## src/rtl/cpu_program_loader_if.sv

```systemverilog
// -----------------------------------------------------------------------------
// cpu_program_loader_if
//
// 32-bit valid/ready word stream that carries a framed program image into
// cpu_program_loader.
//
// Signals:
//   in_valid  producer -> loader  word on in_data is valid
//   in_ready  loader -> producer  loader can accept a word this cycle
//   in_data   producer -> loader  stream word
// A beat transfers when in_valid and in_ready are both high on a rising edge.
//
// Modports:
//   master  the producer side (drives in_valid / in_data)
//   slave   the loader side (drives in_ready)
// -----------------------------------------------------------------------------
interface cpu_program_loader_if;
    logic        in_valid;
    logic        in_ready;
    logic [31:0] in_data;

    modport master (output in_valid, output in_data, input in_ready);
    modport slave  (input in_valid, input in_data, output in_ready);
endinterface

```

## src/rtl/cpu_program_loader.sv

```systemverilog
// -----------------------------------------------------------------------------
// cpu_program_loader
//
// Boot-time loader placed in front of the cpu top. It consumes a framed
// program image from a valid/ready word stream, writes instruction memory
// (*_ext ports, 32-bit words) and data memory (*_ext_2 ports, 64-bit dwords),
// then raises cpu_enable and holds it until the next load starts.
//
// Frame: header {n_data[15:0], n_instr[15:0]}, n_instr instruction words,
//        2*n_data data beats (low half first), and a trailing checksum word
//        when LOADER_CHECKSUM_EN is defined.
//
// Compile-time option:
//   LOADER_CHECKSUM_EN  adds a CHECK state; the trailing word must equal the
//                       XOR of the header and all payload beats, otherwise the
//                       load ends in ERROR.
//
// Ports:
//   clk, arst_n            clock, asynchronous active-low reset
//   start                  one-cycle pulse starting a load (ignored while busy)
//   in_s                   stream input (slave modport)
//   addr_ext/wen_ext/...   instruction-memory write port, ren_ext tied 0
//   addr_ext_2/wen_ext_2/..data-memory write port, ren_ext_2 tied 0
//   cpu_enable             CPU enable, high only once the image is complete
//   busy, done, error      status: loading / loaded OK / load rejected
// -----------------------------------------------------------------------------
module cpu_program_loader #(
    parameter int unsigned IMEM_WORDS = 512,
    parameter int unsigned DMEM_WORDS = 1024
) (
    input  logic                       clk,
    input  logic                       arst_n,
    input  logic                       start,
    cpu_program_loader_if.slave        in_s,
    output logic [63:0]                addr_ext,
    output logic                       wen_ext,
    output logic                       ren_ext,
    output logic [31:0]                wdata_ext,
    output logic [63:0]                addr_ext_2,
    output logic                       wen_ext_2,
    output logic                       ren_ext_2,
    output logic [63:0]                wdata_ext_2,
    output logic                       cpu_enable,
    output logic                       busy,
    output logic                       done,
    output logic                       error
);

    typedef enum logic [2:0] {
        ST_IDLE,
        ST_HEADER,
        ST_INSTR,
        ST_DATA_LO,
        ST_DATA_HI,
`ifdef LOADER_CHECKSUM_EN
        ST_CHECK,
`endif
        ST_RUN,
        ST_ERROR
    } state_e;

    // State entered once the last payload beat has been consumed.
`ifdef LOADER_CHECKSUM_EN
    localparam state_e END_STATE = ST_CHECK;
`else
    localparam state_e END_STATE = ST_RUN;
`endif

    state_e      state_q, state_d;
    logic [15:0] n_instr_q, n_instr_d;
    logic [15:0] n_data_q, n_data_d;
    logic [15:0] icnt_q, icnt_d;
    logic [15:0] dcnt_q, dcnt_d;
    logic [31:0] lo_q, lo_d;
    logic        imem_wen_q, imem_wen_d;
    logic [63:0] imem_addr_q, imem_addr_d;
    logic [31:0] imem_wdata_q, imem_wdata_d;
    logic        dmem_wen_q, dmem_wen_d;
    logic [63:0] dmem_addr_q, dmem_addr_d;
    logic [63:0] dmem_wdata_q, dmem_wdata_d;
    logic        cpu_enable_q, cpu_enable_d;
    // Low for the first edge after reset release so a start pulse that
    // coincides with the release is ignored.
    logic        armed_q;
    logic        accept;

    assign busy           = (state_q != ST_IDLE) && (state_q != ST_RUN) && (state_q != ST_ERROR);
    assign in_s.in_ready  = busy;
    assign accept         = in_s.in_valid && busy;
    assign done           = (state_q == ST_RUN);
    assign error          = (state_q == ST_ERROR);
    assign cpu_enable     = cpu_enable_q;
    assign ren_ext        = 1'b0;
    assign ren_ext_2      = 1'b0;
    assign wen_ext        = imem_wen_q;
    assign addr_ext       = imem_addr_q;
    assign wdata_ext      = imem_wdata_q;
    assign wen_ext_2      = dmem_wen_q;
    assign addr_ext_2     = dmem_addr_q;
    assign wdata_ext_2    = dmem_wdata_q;

`ifdef LOADER_CHECKSUM_EN
    logic [31:0] csum_q, csum_d;

    // Running XOR restarts at the header; the checksum beat itself also folds
    // in, but only after CHECK has already compared against csum_q.
    always_comb begin
        csum_d = csum_q;
        if (accept) begin
            csum_d = (state_q == ST_HEADER) ? in_s.in_data : (csum_q ^ in_s.in_data);
        end
    end

    always_ff @(posedge clk or negedge arst_n) begin
        if (!arst_n) csum_q <= '0;
        else         csum_q <= csum_d;
    end
`endif

    // NOTE: every signal written here gets a default first, so no path leaves
    // one unassigned and no latch is inferred.
    always_comb begin
        state_d      = state_q;
        n_instr_d    = n_instr_q;
        n_data_d     = n_data_q;
        icnt_d       = icnt_q;
        dcnt_d       = dcnt_q;
        lo_d         = lo_q;
        imem_wen_d   = 1'b0;
        imem_addr_d  = imem_addr_q;
        imem_wdata_d = imem_wdata_q;
        dmem_wen_d   = 1'b0;
        dmem_addr_d  = dmem_addr_q;
        dmem_wdata_d = dmem_wdata_q;

        case (state_q)
            ST_IDLE, ST_RUN, ST_ERROR: begin
                if (start && armed_q) begin
                    state_d = ST_HEADER;
                    icnt_d  = '0;
                    dcnt_d  = '0;
                end
            end
            ST_HEADER: begin
                if (accept) begin
                    n_instr_d = in_s.in_data[15:0];
                    n_data_d  = in_s.in_data[31:16];
                    if (({16'd0, in_s.in_data[15:0]} > IMEM_WORDS) ||
                        ({16'd0, in_s.in_data[31:16]} > DMEM_WORDS)) begin
                        state_d = ST_ERROR;
                    end else if (in_s.in_data[15:0] != '0) begin
                        state_d = ST_INSTR;
                    end else if (in_s.in_data[31:16] != '0) begin
                        state_d = ST_DATA_LO;
                    end else begin
                        state_d = END_STATE;
                    end
                end
            end
            ST_INSTR: begin
                if (accept) begin
                    imem_wen_d   = 1'b1;
                    imem_addr_d  = {46'd0, icnt_q, 2'b00};
                    imem_wdata_d = in_s.in_data;
                    icnt_d       = icnt_q + 16'd1;
                    if ((icnt_q + 16'd1) == n_instr_q) begin
                        state_d = (n_data_q != '0) ? ST_DATA_LO : END_STATE;
                    end
                end
            end
            ST_DATA_LO: begin
                if (accept) begin
                    lo_d    = in_s.in_data;
                    state_d = ST_DATA_HI;
                end
            end
            ST_DATA_HI: begin
                if (accept) begin
                    dmem_wen_d   = 1'b1;
                    dmem_addr_d  = {45'd0, dcnt_q, 3'b000};
                    dmem_wdata_d = {in_s.in_data, lo_q};
                    dcnt_d       = dcnt_q + 16'd1;
                    state_d      = ((dcnt_q + 16'd1) == n_data_q) ? END_STATE : ST_DATA_LO;
                end
            end
`ifdef LOADER_CHECKSUM_EN
            ST_CHECK: begin
                if (accept) begin
                    state_d = (in_s.in_data == csum_q) ? ST_RUN : ST_ERROR;
                end
            end
`endif
            default: state_d = ST_IDLE;
        endcase

        // Enable only after a full cycle in RUN, so it trails the last write
        // strobe by one cycle and drops as soon as a restart leaves RUN.
        cpu_enable_d = (state_q == ST_RUN) && (state_d == ST_RUN);
    end

    // NOTE: sequential state uses non-blocking assignments so every flop
    // samples pre-edge values regardless of statement order.
    always_ff @(posedge clk or negedge arst_n) begin
        if (!arst_n) begin
            state_q      <= ST_IDLE;
            n_instr_q    <= '0;
            n_data_q     <= '0;
            icnt_q       <= '0;
            dcnt_q       <= '0;
            lo_q         <= '0;
            imem_wen_q   <= 1'b0;
            imem_addr_q  <= '0;
            imem_wdata_q <= '0;
            dmem_wen_q   <= 1'b0;
            dmem_addr_q  <= '0;
            dmem_wdata_q <= '0;
            cpu_enable_q <= 1'b0;
            armed_q      <= 1'b0;
        end else begin
            state_q      <= state_d;
            n_instr_q    <= n_instr_d;
            n_data_q     <= n_data_d;
            icnt_q       <= icnt_d;
            dcnt_q       <= dcnt_d;
            lo_q         <= lo_d;
            imem_wen_q   <= imem_wen_d;
            imem_addr_q  <= imem_addr_d;
            imem_wdata_q <= imem_wdata_d;
            dmem_wen_q   <= dmem_wen_d;
            dmem_addr_q  <= dmem_addr_d;
            dmem_wdata_q <= dmem_wdata_d;
            cpu_enable_q <= cpu_enable_d;
            armed_q      <= 1'b1;
        end
    end

endmodule

```

## src/flat_wrapper.sv

```systemverilog
// flat-port wrapper written by rule: the top's interface ports become plain ports
module cpu_program_loader_flat 
#(
    parameter int unsigned IMEM_WORDS = 512,
    parameter int unsigned DMEM_WORDS = 1024
)
  (clk, arst_n, start, addr_ext, wen_ext, ren_ext, wdata_ext, addr_ext_2, wen_ext_2, ren_ext_2, wdata_ext_2, cpu_enable, busy, done, error, in_s_in_valid, in_s_in_data, in_s_in_ready);
  cpu_program_loader_if in_s_i ();
  input  logic clk;
  input  logic arst_n;
  input  logic start;
  output logic [63:0] addr_ext;
  output logic wen_ext;
  output logic ren_ext;
  output logic [31:0] wdata_ext;
  output logic [63:0] addr_ext_2;
  output logic wen_ext_2;
  output logic ren_ext_2;
  output logic [63:0] wdata_ext_2;
  output logic cpu_enable;
  output logic busy;
  output logic done;
  output logic error;
  input wire logic [$bits(in_s_i.in_valid)-1:0] in_s_in_valid;
  input wire logic [$bits(in_s_i.in_data)-1:0] in_s_in_data;
  output wire logic [$bits(in_s_i.in_ready)-1:0] in_s_in_ready;
  assign in_s_i.in_valid = in_s_in_valid;
  assign in_s_i.in_data = in_s_in_data;
  assign in_s_in_ready = in_s_i.in_ready;
  cpu_program_loader #(.IMEM_WORDS(IMEM_WORDS), .DMEM_WORDS(DMEM_WORDS)) u_core (.clk(clk), .arst_n(arst_n), .start(start), .in_s(in_s_i), .addr_ext(addr_ext), .wen_ext(wen_ext), .ren_ext(ren_ext), .wdata_ext(wdata_ext), .addr_ext_2(addr_ext_2), .wen_ext_2(wen_ext_2), .ren_ext_2(ren_ext_2), .wdata_ext_2(wdata_ext_2), .cpu_enable(cpu_enable), .busy(busy), .done(done), .error(error));
endmodule
```

## config.mk

```make
export PLATFORM = sky130hd
export DESIGN_NAME = cpu_program_loader_flat
export DESIGN_NICKNAME = d
export VERILOG_FILES = /design/src/rtl/cpu_program_loader_if.sv /design/src/rtl/cpu_program_loader.sv /design/src/flat_wrapper.sv
export SDC_FILE = /design/constraint.sdc
export NUM_CORES = 1
export LEC_CHECK = 0
export BUFFER_PORTS_ARGS = -buffer_cell sky130_fd_sc_hd__buf_2
export CAP_MARGIN = 20
export CORE_MARGIN = 4
export CORE_UTILIZATION = 58
export DETAILED_ROUTE_END_ITERATION = 8
export PLACE_DENSITY = 0.84
export SYNTH_ARGS = -nofsm -noshare
export SYNTH_HDL_FRONTEND = slang
export SYNTH_SLANG_ARGS = --single-unit
```

## constraint.sdc

```tcl
create_clock -name clk -period 5.4 [get_ports clk]
set_input_delay 0.81 -clock clk [delete_from_list [all_inputs] [get_ports clk]]
set_output_delay 0.81 -clock clk [all_outputs]
set_load 0.02 [all_outputs]
```

==> results of run 1 <==
final timing paths:
kind / slack (ns) / to
worst min register to register: 0.46 / u_core.wdata_ext_2[1]
worst max register to register: 1.87 / u_core.icnt_q[10]
max in group asynchronous: 3.94 / u_core.addr_ext_2[16]
min in group clk: 0.46 / u_core.wdata_ext_2[1]
worst min-delay path: 0.31 / u_core.wdata_ext_2[8]
worst max-delay path: 1.87 / u_core.icnt_q[10]
registers in the layout, indices dropped and copies added (netlist names), 3 cells and up:
| register | flops |
|---|---|
| u_core.wdata_ext_2 | 64 |
| u_core.lo_q | 32 |
| u_core.wdata_ext | 32 |
| u_core.addr_ext | 16 |
| u_core.addr_ext_2 | 16 |
| u_core.dcnt_q | 16 |
| u_core.icnt_q | 16 |
| u_core.n_data_q | 16 |
| u_core.n_instr_q | 16 |
| u_core.state_q | 3 |
kinds of logic (layout without fill, tap and decap cells):
group           count (synthesis)  after routing  synth area share
compound gates                 92             92            0.0524
xor+xnor                       46             46            0.0370
fa+ha+maj                       2              2           0.00230
buf+inv                       162            222            0.0914
flops                         231            231             0.531
mux                            67             67            0.0690
other cells                     2             99          0.000690
simple gates                  554            554             0.216
layer usage:
metal,vias to the layer above,part of all wire
li1,3858,-
met1,4011,0.43
met2,355,0.46
met3,51,0.090
met4,0,0.022
met5,-,0
area by class of cell:
type | count | area (um^2) | share of cell area
clock buffers | 32 | 681 | 0.0554
repair buffers | 175 | 923 | 0.0751
multi-input cells | 860 | 4490 | 0.365
clock inverters | 12 | 128 | 0.0104
well taps | 229 | 287 | 0.0233
inverters | 3 | 11.3 | 0.000916
flip-flops and latches | 231 | 5780 | 0.470
stage by stage:
step	power (W)	cell area (um^2)	instances
5_1_grt	0.00713	12300	1542
6_report	0.00673	12300	1542
3_5_place_dp	0.00507	11500	1497
4_1_cts	0.00676	12300	1541
3_3_place_gp	0.00496	11500	1497
2_1_floorplan	0.00436	11200	1253
critical path, stage by stage (launching register included):
cell and delay [ns]:
dfrtp_1 0.49, nor3b_1 0.24, nand2_2 0.09, buf_4 0.61
inv_2 0.64, nor2_1 1.02, o21ai_0 0.21, o21ai_1 0.13
power by group through the flow:
stage	sequential, W	combinational [W]	clock, W
3_3_place_gp	0.00276	0.00220	0
6_report	0.00277	0.00229	0.00167
3_5_place_dp	0.00278	0.00229	0
2_1_floorplan	0.00310	0.00126	0
5_1_grt	0.00284	0.00252	0.00176
4_1_cts	0.00277	0.00230	0.00169
cell usage in the layout, fill, tap and decap left out, types with 14 or more instances in the layout:
cell | netlist | routed
xor2_1 | 14 | 14
mux2_2 | 64 | 64
xnor2_1 | 32 | 32
nor4_1 | 14 | 14
o21ai_1 | 37 | 37
nand2_1 | 425 | 424
nand3_1 | 15 | 14
clkbuf_16 | 0 | 24
buf_2 | 3 | 169
nor2_1 | 33 | 32
conb_1 | 2 | 99
dfrtp_1 | 231 | 231
==> metrics.md, run 1 <==
| Metric | Value |
|---|---|
| Result of the run | finished clean |
| Net Sw Frac | 0.379 |
| Pre-antenna DRT Iters | 5 |
| Main synth FF type | dfrtp_1 |
| Setup tns final | 0 ns |
| DR WL/cell | 16.9 um |
| Avg Cell Area, Syn | 9.41 um^2 |
| Cells after Synth | between 1000 and 1500 |
| Post-synthesis async set-or-reset flop share | 1.00 |
| Grt met3 use | 0.0658 |
| Vias in the first global route | 8238 |
| Number of core rows | 49 |
| Most frequent cell after synthesis | nand2_1 |
| Reg2Reg Depth | 7 |
| Pleak | 6.51 nW |
| Clock sinks | 231 |
| Die Ht | 145 um |
| Max Clk Rate | 283 MHz |
| Startpoint Class | register |
| Number of diodes | 0 |
| Initial Utilization | 0.598 |
| H-tree depth | 1 |
| First-pass GRT wire length | 42900 um |
| GR peak layer | met2 |
| Worst Setup Path Type | register to register |
| Vias/cell | between 5 and 6 |
| RD Place Congestion | 0.865 |
| Comb power frac | 0.341 |
| Largest net degree at the start of global routing | between 100 and 150 |
| Remaining DRCs | 0 |
| Hold Path Class | input port to asynchronous set/reset pin |
| Die W | 145 um |
| Worst slew pin tran | 1.09 ns |
| Fraction of layout cells with a size suffix above 1 | 0.223 |
| Initial antenna violation count | 0 |
| FF+latch count, synth | 231 |
| Drt total wl | roughly 26000 um |
| Fillers | 1395 |
| Skew-Pair Late Insertion Delay | 0.52 ns |
| Synth top cells by count | nand2_1, dfrtp_1, buf_4, mux2_2, clkbuf_1 |
| Iter 0 DRT Violations | 657 |
| Max Cap Viol | 0 |
| RSZ-0062 raised after global routing | no |
| Area grow syn2layout | 13.0% |
| CTS Buf Count | 24 |
| Clock Skews | about 0.019 ns |
| Hpwl dp | 17500 um |
| Warnings from Yosys | 0 |
| M1 GR Usage | 0.339 |
| Sequential power share | 0.412 |
| Top cell type's share of synthesized area | 0.531 |
| TritonCTS clock tree | yes |
| Clock Pin Slew Worst Setup and Hold Paths | 0.06 ns |
| Peak supply drop | 0.000365 V |
| Root buf cell | clkbuf_16 |
| Grt ovf | 0 |
| Largest cells by area after synthesis | dfrtp_1, nand2_1, buf_4 |
| # hold bufs at CTS | 0 |
| Pwr dens | 548 nW/um^2 |
| Synth unique cells | 54 |
| CTS max path bufs | 3 |
| WP data required | ~5.8 ns |
| Sw power | 0.00255 W |
| Final setup viols | 0 |
| Port-buffer cells | 170 |
| Pins Over Slew Limit | 0 |
| Post-CTS Setup Bufs | 0 |
| Crit-path max FO | 67 |
| Final period util | 0.654 |
| Worst r2r src | u_core.state_q[1] |
| Part of the Yosys area used for sequential elements | 0.531 |
| Post-synth EDFFs | 0 |
| Clk pwr share | 0.248 |
| Slew margin rel. | 0.269 |
| Hold slack | 0.313 ns |
| DP Worst Slack | around 1.5 ns |
| Core box area | about 18000 um^2 |
| Setup crit start | u_core.state_q[1] |
| Post-synth top area cell | dfrtp_1 |
| Ports | approximately 270 |
| Setup crit end kind | register |
| Final Util | 0.675 |
| Post-route setup slack | 1.87 ns |
| Die area | 21000 um^2 |
| Routed vias | 8275 |
| Min Tclk post-route | 3.53 ns |
| Mapped Area | 10900 um^2 |
| Fin nets | between 1000 and 1500 |
| DRT antenna net count | 0 |
| CTS resizes | 0 |
| WP data arrival | 3.97 ns |
| All-Layer GR Usage | 0.243 |
| Met2 usage | 0.381 |
| Cell internal pwr | around 0.0042 W |
| Fin. Hold Viols | 0 |
No activity file was read; power rests on OpenSTA's default activity.
==> run 2, diff against run 1 <==
--- a/config.mk
+++ b/config.mk
@@ -5,12 +5,13 @@
 export SDC_FILE = /design/constraint.sdc
 export NUM_CORES = 1
 export LEC_CHECK = 0
+export ABC_AREA = 1
 export BUFFER_PORTS_ARGS = -buffer_cell sky130_fd_sc_hd__buf_2
 export CAP_MARGIN = 20
 export CORE_MARGIN = 4
-export CORE_UTILIZATION = 58
+export CORE_UTILIZATION = 49
 export DETAILED_ROUTE_END_ITERATION = 8
-export PLACE_DENSITY = 0.84
+export PLACE_DENSITY = 0.75
 export SYNTH_ARGS = -nofsm -noshare
 export SYNTH_HDL_FRONTEND = slang
 export SYNTH_SLANG_ARGS = --single-unit
==> constraint.sdc (replaced) <==
create_clock -name clk -period 2.9 [get_ports clk]
set_input_delay 0.435 -clock clk [delete_from_list [all_inputs] [get_ports clk]]
set_output_delay 0.435 -clock clk [all_outputs]
set_load 0.02 [all_outputs]
==> run 2 against run 1 <==
Net effect:
- synthesized cell count rose by 13%
- area after synthesis fell by 0.60%
- clock skew fell by 0.0065 ns
- non-clock buffer count rose by 11
- sequential share of layout area fell by 0.38 points
- worst hold slack got worse by 0.042 ns
- critical path type is now register to output port
- largest power group unchanged
- highest routed layer unchanged
==> metrics.md, run 2 <==
| Metric | Value |
|---|---|
| Cells after Synth | 1304 |
| Synth Area in Simple Gates | 0.228 |
| CP max-delay cell | dfrtp_1 |
| Max Cap Viol | 0 |
| Min Tclk post-route | ~2.2 ns |
| Slew margin rel. | 0.538 |
| Port-buffer cells | 170 |
| Adder and majority cell fraction of the synthesized area | 0.00231 |
| Top cell type's share of synthesized area | 0.534 |
| Worst Setup Path Type | register to output port |
| Xor/xnor share of the synthesized area | 0.00937 |
| Main synth FF type | dfrtp_1 |
| Vias/cell | 5.01 |
| Worst path cell trace | inv_1 > nor2_1 > inv_1 > o211ai_2 > inv_1 > buf_2 |
| Warnings from Yosys | 0 |
| TritonCTS clock tree | yes |
| Core box area | between 20000 and 25000 um^2 |
| Iter 0 DRT Violations | 682 |
| Post-CTS Setup Bufs | 0 |
| Clock Skews | 0.0121 ns |
| Result of the run | finished clean |
| Largest cells by area after synthesis | dfrtp_1, nand2_1, o21ai_0 |
| Pins Over Slew Limit | 0 |
| Vias in the first global route | a little over 8000 |
| Initial antenna violation count | 1 |
| FF/Latch Area | 5780 um^2 |
| RSZ-0062 raised after global routing | no |
| Hold Path Class | input port to register |
| DR WL/cell | roughly 16 um |
| Commonest non-fill, non-tap cell in the layout | nand2_1 |
| Die Ht | 157 um |
| CTS Buf Count | 25 |
| Synth unique cells | 33 |
| Fraction of layout cells with a size suffix above 1 | 0.163 |
| All-Layer GR Usage | 0.220 |
| Fin nets | 1504 |
| Worst slew pin tran | 0.692 ns |
| CP max stage delay | 0.43 ns |
| Area grow syn2layout | 14.6% |
| Ports | ~270 |
| Clock sinks | ~230 |
| Mapped Area | 10800 um^2 |
| Hpwl dp | 19700 um |
| H-tree depth | 1 |
| Pleak | between 6 and 7 nW |
| Fin. Hold Viols | 0 |
| Final setup viols | 0 |
| Complex-gate fraction of the synthesized area | 0.0998 |
| Dpl cell area | about 12000 um^2 |
| Crit path to | in_s_in_ready |
| Pwr dens | 1050 nW/um^2 |
| Most frequent cell after synthesis | nand2_1 |
| Clock Pin Slew Worst Setup and Hold Paths | 0.06 ns |
| Post-synth EDFFs | 0 |
| Main combinational cell family by area after synthesis | simple AND/OR/NAND/NOR gates |
| Setup crit start | u_core.state_q[2] |
| Startpoint Class | register |
| Mux contribution to synthesized area | 0 |
| Crit-path max FO | 7 |
| DRT antenna net count | 0 |
| Synth top cells by count | nand2_1, dfrtp_1, o21ai_0, inv_1, buf_4 |
| Setup slack, reg-to-reg | 0.68 ns |
| First-pass GRT wire length | 43800 um |
| Skew-Pair Late Insertion Delay | 0.51 ns |
| Die W | 157 um |
| Part of the Yosys area used for sequential elements | 0.534 |
| Avg Cell Area, Syn | 8.29 um^2 |
| Number of core rows | between 50 and 60 |
| FF+latch count, synth | 231 |
| Routed vias | 8801 |
| Max Clk Rate | 450 MHz |
| Peak supply drop | 0.000726 V |
| Reg2Reg Depth | 7 |
| Max reg flops | 64 |
| Post-route setup slack | between 0.6 and 0.7 ns |
| Post-synth top area cell | dfrtp_1 |
| WP data required | 2.47 ns |
| RD Place Congestion | 0.908 |
| CTS max path bufs | 3 |
| Tot Pwr | 0.0130 W |
| Die area | between 20000 and 25000 um^2 |
| Worst r2r src | u_core.state_q[2] |
| Setup crit end kind | output port |
| Largest net degree at the start of global routing | 89 |
| Final period util | 0.766 |
| Root buf cell | clkbuf_16 |
| Initial Utilization | 0.497 |
| Drt total wl | 27300 um |
| Remaining DRCs | 0 |
| Reg-to-reg endpoint | u_core.dcnt_q[3] |
| WP data arrival | 1.79 ns |
| Most frequent cells in the layout | nand2_1, dfrtp_1, buf_2 |
| Setup tns final | 0 ns |
| Most used cell, CP | inv_1 |
| Post-synthesis async set-or-reset flop share | 1.00 |
| Pre-antenna DRT Iters | 6 |
| Area of the multi-input gates | 4050 um^2 |
| Grt ovf | 0 |
| Post-route cell area | 12400 um^2 |
| DP Worst Slack | ~0.78 ns |
| Fillers | 1952 |
==> run 2: cell count changes in the layout (fill, tap and decap cells not counted), sizes merged, moves of 29 or more <==
cell   before  now
nand3      16   65
o21ai      49  183
nor2       33   71
mux2       64    0
inv         4  113
xnor2      32    3
==> run 2: power breakdown <==
group | internal, W | total (W) | switching, W
registers | 0.00452 | 0.00535 | 0.000828
logic | 0.00153 | 0.00471 | 0.00317
clock network | 0.00175 | 0.00299 | 0.00124
total | 0.00781 | 0.0130 | 0.00524
==> run 2: worst max-delay path, delay by kind of cell (launching register included) <==
family / cells / cell delay (ns)
AOI/OAI and AO/OA: 1 / 0.14
DFF: 1 / 0.43
and+or+nand+nor: 1 / 0.21
buffers and inverters: 4 / 0.49
==> run 2: cell type report <==
class / count / area share
Antenna cell: 1 / 0.000202
Clock buffer: 33 / 0.0561
Clock inverter: 5 / 0.00454
Inverter: 113 / 0.0344
Multi-Input combinational cell: 909 / 0.327
Sequential cell: 231 / 0.466
Tap cell: 280 / 0.0283
Timing Repair Buffer: 186 / 0.0834
==> run 2: timing repair <==
item,4_1_cts,5_1_grt
hold buffers,1,0
endpoints found under the hold margin,81,0
gates resized for setup,0,0
==> run 2: layer usage <==
metal	part of all wire	track usage	wire length [um]	up-vias
li1	-	-	-	4313
met1	0.43	0.301	11700	4136
met2	0.48	0.365	13200	311
met3	0.070	0.0451	1910	41
met4	0.020	0.0479	547	0
met5	0	0	0	-
==> run 2: cell families after synthesis <==
family                     count (synthesis)
AOI/OAI and AO/OA                        209
xor gates and xnor gates                  10
adders and majority gates                  2
buffers and inverters                    261
DFF                                      231
other                                      2
and+or+nand+nor                          589
==> run 2: worst min path at each step <==
stage                                      start                      to  slack [ns]  cells past startpoint
after floorplan                           arst_n     u_core.addr_ext[10]        0.14                      0
after global placement    u_core.wdata_ext_2[25]  u_core.wdata_ext_2[25]        0.45                      2
after detailed placement  u_core.wdata_ext_2[17]  u_core.wdata_ext_2[17]        0.45                      2
after CTS                       in_s_in_data[19]  u_core.wdata_ext_2[51]        0.25                      3
after global routing            in_s_in_data[19]  u_core.wdata_ext_2[51]        0.27                      3
final                           in_s_in_data[19]  u_core.wdata_ext_2[51]        0.27                      3
==> run 2: per-stage QoR <==
step / instances / util / hold slack, ns
5_1_grt: 1758 / 0.570 / 0.265
6_report: 1758 / 0.570 / 0.271
4_1_cts: 1757 / 0.570 / 0.251
2_1_floorplan: 1401 / - / 0.139
3_3_place_gp: 1718 / 0.535 / 0.449
3_5_place_dp: 1718 / 0.535 / 0.453
==> run 3, diff against run 2 <==
==> constraint.sdc (replaced) <==
create_clock -name clk -period 1.85 [get_ports clk]
set_input_delay 0.2775 -clock clk [delete_from_list [all_inputs] [get_ports clk]]
set_output_delay 0.2775 -clock clk [all_outputs]
set_load 0.02 [all_outputs]
==> run 3 against run 2 <==
Net effect:
- the flow now finishes with violations (setup timing)
- clock power is 75% higher
- die area unchanged
- sequential share of layout area fell by 3.7 points
- core utilization up 5.0 points
- power grew 71%
- final area is 8.7% higher
- first-iteration DRC count up 3.5%
- sequential cell count stayed put
- global-route usage increased by 1.8 points
- sequential power up 58%
- non-clock buffer count is 84 higher
- register-to-register slack got worse by 0.88 ns
- critical endpoint is now u_core.cpu_enable
- largest power group is now combinational cells
- highest routed layer unchanged
==> metrics.md, run 3 (synthesis gave the netlist of run 2 again) <==
| Metric | Value |
|---|---|
| Hold path start | in_s_in_data[6] |
| Hpwl dp | 21200 um |
| Max reg flops | 64 |
| WP data arrival | 2.48 ns |
| First-pass GRT wire length | 46900 um |
| Vias/cell | 5.09 |
| Final period util | 1.11 |
| Vias in the first global route | ~8900 |
| Die Ht | about 160 um |
| Final setup viols | 7 |
| Pleak | 7.11 nW |
| Max Cap Viol | 0 |
| WP data required | 2.28 ns |
| Port-buffer cells | 170 |
| RSZ-0062 raised after global routing | yes |
| Die area | approximately 25000 um^2 |
| Initial Utilization | 0.497 |
| Die W | 157 um |
| DP Worst Slack | -0.162 ns |
| Largest net degree at the start of global routing | 73 |
| Crit-path max FO | 5 |
| Final cell count without fillers | between 1500 and 2000 |
| Violated checks | setup timing |
| Ports | about 270 |
| Fin nets | 1590 |
| Dpl cell area | approximately 12000 um^2 |
| Area grow syn2layout | 24.6% |
| Grt ovf | 0 |
| Final Util | 0.619 |
| Iter 0 DRT Violations | between 700 and 800 |
| Min Tclk post-route | 2.05 ns |
| Area of the multi-input gates | 4220 um^2 |
| DR WL/cell | 16.8 um |
| H-tree depth | 1 |
| Number of core rows | 54 |
| Result of the run | finished with violations |
| Crit path to | u_core.cpu_enable |
| Pins Over Slew Limit | 0 |
| Placed cells | 1777 |
| Reg2Reg Depth | 14 |
| Pwr dens | 1650 nW/um^2 |
| Initial antenna violation count | 1 |
| Clock Pin Slew Worst Setup and Hold Paths | 0.06 ns |
| Core box area | 21800 um^2 |
| Remaining DRCs | 0 |
| Skew-Pair Late Insertion Delay | approximately 0.50 ns |
| Peak supply drop | 0.00101 V |
| Commonest non-fill, non-tap cell in the layout | nand2_1 |
| Fraction of layout cells with a size suffix above 1 | 0.238 |
| Pre-antenna DRT Iters | 5 |
| Drt total wl | 31000 um |
| Fin. Hold Viols | 0 |
| Root buf cell | clkbuf_16 |
| Post-route cell area | 13500 um^2 |
| CTS Buf Count | 25 |
| Startpoint Class | register |
| CTS max path bufs | 3 |
| Setup crit end kind | register |
| Max Clk Rate | 488 MHz |
| Worst r2r src | u_core.icnt_q[0] |
| All-Layer GR Usage | 0.238 |
| Setup slack, reg-to-reg | -0.20 ns |
| Worst Setup Path Type | register to register |
| FF/Latch Area | ~5800 um^2 |
| Most frequent cells in the layout | nand2_1, dfrtp_1, buf_2 |
| Routed vias | around 9400 |
| TritonCTS clock tree | yes |
| Clock Skews | 0.00798 ns |
| DRT antenna net count | 0 |
| RD Place Congestion | 0.940 |
| Hold Path Class | input port to register |
| Post-route setup slack | -0.200 ns |
| Hold slack | 0.109 ns |
| Clock sinks | ~230 |
| Reg-to-reg endpoint | u_core.cpu_enable |
| Fillers | 1909 |
| Setup crit start | u_core.icnt_q[0] |
-- run 3: worst min-delay path by stage --
stage | end | depth (start not counted) | slack (ns)
final | u_core.lo_q[6] | 3 | 0.11
after global routing | u_core.lo_q[6] | 3 | 0.12
after CTS | u_core.n_instr_q[6] | 3 | 0.11
after detailed placement | u_core.addr_ext_2[14] | 1 | 0.22
after global placement | u_core.addr_ext_2[16] | 1 | 0.22
after floorplan | u_core.addr_ext[10] | 0 | -0.02
-- run 3: layout make-up --
cell class	instances	share of cell area
Sequential cell	231	0.429
Inverter	113	0.0318
Multi-Input combinational cell	911	0.313
Antenna cell	1	0.000186
Clock buffer	34	0.0519
Clock inverter	10	0.0118
Timing Repair Buffer	270	0.136
Tap cell	280	0.0260
-- run 3: metrics by stage --
stage                     power (W)  setup TNS [ns]
final                        0.0223          -0.782
after global routing         0.0237           -1.58
after global placement       0.0160          -0.409
after floorplan              0.0133               0
after CTS                    0.0217          -0.311
after detailed placement     0.0162          -0.429
-- run 3: metal layers --
layer | global-route usage | share of wire | vias up
met1 | 0.313 | 0.41 | 4457
met3 | 0.0440 | 0.071 | 65
met4 | 0.0760 | 0.036 | 0
li1 | - | - | 4508
met2 | 0.401 | 0.48 | 378
met5 | 0 | 0 | -
-- run 3: report_power, final --
| group | switching [W] | total, W | internal, W |
|---|---|---|---|
| sequential | 0.00136 | 0.00845 | 0.00709 |
| combinational | 0.00549 | 0.00863 | 0.00314 |
| clock | 0.00202 | 0.00522 | 0.00320 |
-- run 3: worst max-delay path, stage by stage (launching register included) --
cell     delay (ns)
dfrtp_1        0.36
buf_4          0.13
inv_1          0.10
nor2_4         0.22
buf_4          0.15
nand3_2        0.10
o21ai_1        0.17
nand3_1        0.09
nand2_1        0.08
nand2_1        0.07
nor2_2         0.14
nand4_1        0.11
nand2_1        0.09
nor2_2         0.04
nor2_1         0.11
-- run 3: what timing repair did --
action,CTS,global route
hold endpoints to repair,45,0
gates cloned,1,7
hold buffers,1,0
pin swaps,5,8
setup endpoints to repair,7,196
setup buffers,9,13
gates resized for setup,27,71
